### config.mk
export PLATFORM = sky130hd
export DESIGN_NAME = lz_stream_gen
export DESIGN_NICKNAME = d
export VERILOG_FILES = /design/src/rtl/lz_pkg.sv /design/src/rtl/lz_lfsr16.sv /design/src/rtl/lz_stream_gen.sv
export SDC_FILE = /design/constraint.sdc
export NUM_CORES = 1
export LEC_CHECK = 0
export BUFFER_PORTS_ARGS = -buffer_cell sky130_fd_sc_hd__buf_4
export CORE_MARGIN = 5
export CORE_UTILIZATION = 41
export DETAILED_ROUTE_END_ITERATION = 8
export PLACE_DENSITY = 0.6
export SYNTH_ARGS = -nofsm -noshare
export SYNTH_HDL_FRONTEND = slang
export SYNTH_SLANG_ARGS = --single-unit
### constraint.sdc
create_clock -name CLK -period 2.05 [get_ports CLK]
set_clock_uncertainty 0.1 [all_clocks]
set_input_delay 0.41 -clock CLK [delete_from_list [all_inputs] [get_ports CLK]]
set_output_delay 0.41 -clock CLK [all_outputs]
set_load 0.1 [all_outputs]
### src/rtl/lz_pkg.sv
// Shared constants for the leading-zero stream generator: FSM encoding, size defaults, LFSR.
// Latency: none; definitions only.
// Backpressure: none; definitions only.
package lz_pkg;

   localparam int WIDTH_DEF = 8;
   localparam int WORD_DEF  = 4;

   localparam logic [1:0] ST_IDLE = 2'd0;
   localparam logic [1:0] ST_LOAD = 2'd1;
   localparam logic [1:0] ST_SEND = 2'd2;
   localparam logic [1:0] ST_GAP  = 2'd3;

   localparam logic [15:0] LFSR_SEED = 16'hACE1;
   // x^16+x^14+x^13+x^11+1 in right-shifting Fibonacci form: exponent k taps bit 16-k.
   localparam logic [15:0] LFSR_TAPS = 16'h002D;

   // One LFSR step: feedback enters at the MSB, register shifts toward bit 0.
   function automatic logic [15:0] lfsr_next(input logic [15:0] s);
      return {^(s & LFSR_TAPS), s[15:1]};
   endfunction

endpackage

### src/rtl/lz_lfsr16.sv
// 16-bit Fibonacci LFSR supplying the random fill below the leading one.
// Latency: VALUE reflects a STEP one clock after the edge that samples it.
// Backpressure: none; holds its value whenever STEP is low.
module lz_lfsr16 (
   input  logic        CLK,
   input  logic        RST,
   input  logic        STEP,
   output logic [15:0] VALUE
);
   import lz_pkg::*;

   logic [15:0] val_q;
   logic [15:0] val_d;

   // Advance only when the parent accepts a request.
   always_comb begin
      val_d = val_q;
      if (STEP) begin
         val_d = lfsr_next(val_q);
      end
   end

   // Shift register, seeded on reset so the sequence restarts identically.
   always_ff @(posedge CLK or posedge RST) begin
      if (RST) begin
         val_q <= LFSR_SEED;
      end else begin
         val_q <= val_d;
      end
   end

   assign VALUE = val_q;

endmodule

### src/rtl/lz_stream_gen.sv
// Builds a word with n leading zeros, a one, then LFSR fill, and streams it MSB byte first.
// Latency: first byte two cycles after the START sample edge (IDLE->LOAD->SEND), then B bytes back to back.
// Backpressure: none; START is ignored while BUSY, over-range requests pulse ERR.
module lz_stream_gen #(
   parameter int WIDTH = lz_pkg::WIDTH_DEF,
   parameter int WORD  = lz_pkg::WORD_DEF
) (
   input  logic             CLK,
   input  logic             RST,
   input  logic             START,
   input  logic [5:0]       ZEROS_IN,
   input  logic             MODE_IN,
   output logic [WIDTH-1:0] DATA,
   output logic             IVALID,
   output logic             MODE,
   output logic             BUSY,
   output logic             DONE,
   output logic             ERR
);
   import lz_pkg::*;

   localparam int WW = WIDTH * WORD;
   localparam int CW = $clog2(WORD) + 1;
   localparam int IW = $clog2(WW);

   logic [1:0]    state_q, state_d;
   logic [5:0]    zeros_q, zeros_d;
   logic          mode_q,  mode_d;
   logic          err_q,   err_d;
   logic [CW-1:0] cnt_q,   cnt_d;
   logic [CW-1:0] last_q,  last_d;
   logic [WW-1:0] word_q,  word_d;

   logic [15:0]   lfsr_val;
   logic          req_ok;
   logic          accept;
   logic          send;
   logic [WW-1:0] top_bit;
   logic [WW-1:0] low_mask;
   logic [WW-1:0] fill;
   logic [IW-1:0] sel_lsb;

   // Index of the last byte to send: whole word, or just up to the byte holding the leading one.
   function automatic logic [CW-1:0] last_index(input logic [5:0] n, input logic m);
      int b;
      if (!m || int'(n) == WW) begin
         b = WORD;
      end else begin
         b = int'(n) / WIDTH + 1;
      end
      return CW'(b - 1);
   endfunction

   assign req_ok   = (int'(ZEROS_IN) <= WW);
   assign accept   = (state_q == ST_IDLE) && START && req_ok;
   assign top_bit  = {1'b1, {(WW-1){1'b0}}};
   assign low_mask = {1'b0, {(WW-1){1'b1}}};
   assign fill     = WW'({lfsr_val, ~lfsr_val});

   // The LFSR steps on the accept edge, so LOAD sees the freshly advanced value.
   lz_lfsr16 u_lfsr (
      .CLK   (CLK),
      .RST   (RST),
      .STEP  (accept),
      .VALUE (lfsr_val)
   );

   // Request FSM: latch the request, build the word, walk the bytes, one idle gap.
   always_comb begin
      state_d = state_q;
      zeros_d = zeros_q;
      mode_d  = mode_q;
      cnt_d   = cnt_q;
      last_d  = last_q;
      word_d  = word_q;
      err_d   = 1'b0;
      case (state_q)
         ST_IDLE: begin
            if (START) begin
               if (req_ok) begin
                  state_d = ST_LOAD;
                  zeros_d = ZEROS_IN;
                  mode_d  = MODE_IN;
               end else begin
                  err_d = 1'b1;
               end
            end
         end
         ST_LOAD: begin
            // A shift by the full word width clears both terms, giving all zeros for n = WW.
            word_d  = (top_bit >> zeros_q) | (fill & (low_mask >> zeros_q));
            last_d  = last_index(zeros_q, mode_q);
            cnt_d   = '0;
            state_d = ST_SEND;
         end
         ST_SEND: begin
            if (cnt_q == last_q) begin
               cnt_d   = '0;
               state_d = ST_GAP;
            end else begin
               cnt_d = cnt_q + CW'(1);
            end
         end
         ST_GAP: begin
            state_d = ST_IDLE;
         end
         default: begin
            state_d = ST_IDLE;
         end
      endcase
   end

   // All state clears asynchronously; outputs decode from it, so reset silences them at once.
   always_ff @(posedge CLK or posedge RST) begin
      if (RST) begin
         state_q <= ST_IDLE;
         zeros_q <= '0;
         mode_q  <= 1'b0;
         err_q   <= 1'b0;
         cnt_q   <= '0;
         last_q  <= '0;
         word_q  <= '0;
      end else begin
         state_q <= state_d;
         zeros_q <= zeros_d;
         mode_q  <= mode_d;
         err_q   <= err_d;
         cnt_q   <= cnt_d;
         last_q  <= last_d;
         word_q  <= word_d;
      end
   end

   // Byte mux: MSB byte first, forced to zero outside SEND.
   always_comb begin
      send    = (state_q == ST_SEND);
      sel_lsb = IW'(WW - WIDTH - int'(cnt_q) * WIDTH);
      DATA    = '0;
      if (send) begin
         DATA = word_q[sel_lsb +: WIDTH];
      end
   end

   assign IVALID = send;
   assign MODE   = mode_q;
   assign BUSY   = (state_q != ST_IDLE);
   assign DONE   = (state_q == ST_GAP);
   assign ERR    = err_q;

endmodule

==> flow_summary.yaml <==
status:
  status: "complete, but fails checks"
  violations: "setup timing"
sta:
  tightestPinTransition_ns: 0.460
  fin_hold_ws_ns: 0.0531
  slew_viol_final: 0
  min_period_ns: 2.26
  slew_headroom: 0.692
  period_share: 1.10
  setup_viol: 8
  finalSetupTns_ns: -1.57
  finalHoldViolCount: 0
  max_freq_mhz: 442
  setup_ws_ns: -0.210
  rsz0062_at_grt: "true"
cells_and_area:
  final_layout_size_suffix_gt1_frac: 0.333
  fillers: 745
  final_core_util: 0.513
  antennaDiodeCount: 0
  syn_to_final_growth_pct: 23.4
  nNetsFinal: 351
synth:
  netlist_area_um2: 3370
  synth_ff_type: "dfrtp_1"
  synth_edf_count: 0
  syn_inst: 293
  syn_avg_cell_area_um2: 11.5
  yosys_register_bits: 64
  async_flop_share: 1.00
  synth_cell_types: 49
  yosysWarningCount: 0
  synth_nets: 313
  ys_seq_area_frac: 0.479
grt:
  grt_max_degree: 36
  grt_usage: 0.170
  grt_pass1_wl_mm: 13.1
  grt_remaining_overflow: 0
  grt_pass1_vias: 2410
  antenna_found_initial: 0
placement:
  globalplace.congestion: 0.912
  detailed_place_hpwl_mm: 5.60
  io_buffers: 22
setup_path:
  cp.buffers_inverters: 2
  slowest_delay_ns: 0.50
  crit_family: "multiplexers"
  arrival_ns: 1.75
  startpoint_type: "register"
  slowest_stage: "mux4_2"
  path_class: "register to primary output"
  path_max_fanout: 5
  crit_top_cell: "buf_12"
  crit_path_cell_trace: "buf_12, mux4_2, and2_4, buf_12"
  cp-end-kind: "primary output"
  worstPathRequired_ns: 1.54
run:
  cap_violations: 0
floorplanning:
  core.rowCount: 33
  die_height_um: 101
  start_util: 0.416
  coreArea_um2: 8090
  dieArea_um2: 10100
  ioPinCount: 23
  die_x_um: 101
detailed_routing:
  dr_wl_met2_mm: 3.64
  dr.first_iter.drc_count: 255
  dr_wl_met3_um: 404
  drtAntennaViolNets: 0
  maxUsedRoutingLayer: "met4"
  first_pass_iters: 4
  routed_wl_mm: 7.96
  wl_met1_mm: 3.75
  route.detailed.drc: 0
  vias_per_cell: 5.52
  dr_total_vias: 2435
  wire_per_inst_um: 18.1
cts:
  cts_buffers: 9
  clock_latency_ns: 0.35
  path_clk_slew_ns: 0.07
  cts.sinks: 64
  cts-htree-levels: 3
  cts_root_buffer: "clkbuf_8"
  cts_buffer_depth: 2
  cts_tree: "done"
pwr:
  leakage_nw: 1.89
  total_power_mw: 6.13
  power.density_nw_per_um2: 1480
  ir_drop_mv: 0.879
worst_hold_path:
  hold_path_class: "primary input to async pin"
==> layout make-up <==
class / instances / area [um^2] / share of cell area
clock buffers: 10 / 128 / 0.0307
clock inverters: 6 / 85.1 / 0.0205
inverters: 21 / 82.6 / 0.0199
multi-input cells: 191 / 1630 / 0.393
flip-flops and latches: 64 / 1620 / 0.389
well taps: 105 / 131 / 0.0316
repair buffers: 44 / 480 / 0.116
==> synth_stat cells (all sizes together), types with 2 or more instances <==
master,count,area share
a21o,3,0.0067
a21oi,13,0.019
a22o,7,0.018
a22oi,2,0.0045
a31oi,4,0.0074
a32o,2,0.0059
and2,9,0.017
buf,3,0.0082
clkbuf,14,0.016
dfrtp,56,0.42
dfstp,8,0.062
ha,10,0.037
inv,21,0.023
mux2,23,0.098
mux2i,3,0.0089
mux4,8,0.054
nand2,13,0.014
nand2b,2,0.0037
nand3,8,0.013
nor2,18,0.020
nor3,2,0.0030
nor3b,3,0.0067
o21ai,18,0.028
o22ai,2,0.0037
o2bb2ai,16,0.042
o32a,2,0.0059
o32ai,3,0.0078
xnor2,2,0.0052
xor2,4,0.010
==> flip-flops by register name (all words and copies together), names as in the netlist <==
name	count
ERR	1
MODE	1
cnt_q	3
last_q	3
state_q	2
u_lfsr.VALUE	16
word_q	32
zeros_q	6
==> stage by stage <==
step           setup WS (ns)  area (um^2)  cells
2_1_floorplan         -0.121         3380    293
3_3_place_gp         -0.0168         3770    423
3_5_place_dp         -0.0397         3770    423
4_1_cts               -0.241         4100    440
5_1_grt               -0.274         4150    441
6_report              -0.210         4150    441
==> cell families after synthesis <==
kind of cell / after synthesis / share of synthesized area
AOI/OAI and AO/OA: 81 / 0.172
DFF: 64 / 0.479
and+or+nand+nor: 60 / 0.0888
buffers and inverters: 38 / 0.0472
muxes: 34 / 0.161
adders and majority gates: 10 / 0.0372
xor gates and xnor gates: 6 / 0.0156
==> final timing paths <==
kind | start | end | slack (ns) | depth (start not counted)
max in group asynchronous | RST | cnt_q[1] | 1.43 | 3
min reg2reg | word_q[18] | word_q[18] | 0.39 | 1
max | cnt_q[0] | DATA[2] | -0.21 | 4
min in group CLK | MODE_IN | MODE | 0.17 | 2
max reg2reg | cnt_q[0] | state_q[1] | 0.09 | 6
min | RST | cnt_q[2] | 0.05 | 3
==> timing repair <==
| action | CTS | global route |
|---|---|---|
| cloned | 0 | 1 |
| endpoints found under the setup margin | 9 | 9 |
| buffers inserted | 1 | 0 |
| resized for setup | 29 | 9 |
| hold buffers | 0 | 0 |
==> placed cells by master, fill, tap and decap left out, types with 3 or more instances in the layout <==
cell type and instances:
dfrtp_1 53, buf_4 31, mux2_4 19, inv_1 19
nor2_1 17, o2bb2ai_1 16, nand2_1 13, a21oi_1 13
o21ai_0 12, buf_12 10, ha_1 9, clkbuf_8 9
mux4_2 8, and2_4 8, dfstp_2 8, nand3_1 7
a22o_1 7, o21ai_1 5, a31oi_1 4, xor2_1 4
mux2_1 4, dfrtp_2 3, nor3b_1 3, a21o_1 3
mux2i_1 3, clkinvlp_4 3, o32ai_1 3
==> worst min-delay path, cell delays in order <==
cell and delay (ns):
buf_4 0.12, clkinvlp_4 0.06, buf_4 0.33
==> power breakdown <==
part           internal (mW)  leakage [nW]  total, mW  switching, mW
logic                   1.23         0.976       3.05           1.82
registers               1.62         0.809       1.90          0.275
clock network          0.680         0.102       1.19          0.505
==> metal layers <==
| metal | GRT usage | vias to the layer above |
|---|---|---|
| met2 | 0.241 | 69 |
| li1 | - | 1152 |
| met3 | 0.0256 | 13 |
| met1 | 0.251 | 1201 |
| met5 | 0 | - |
| met4 | 0.0839 | 0 |
(Power assumes the default switching activity.)
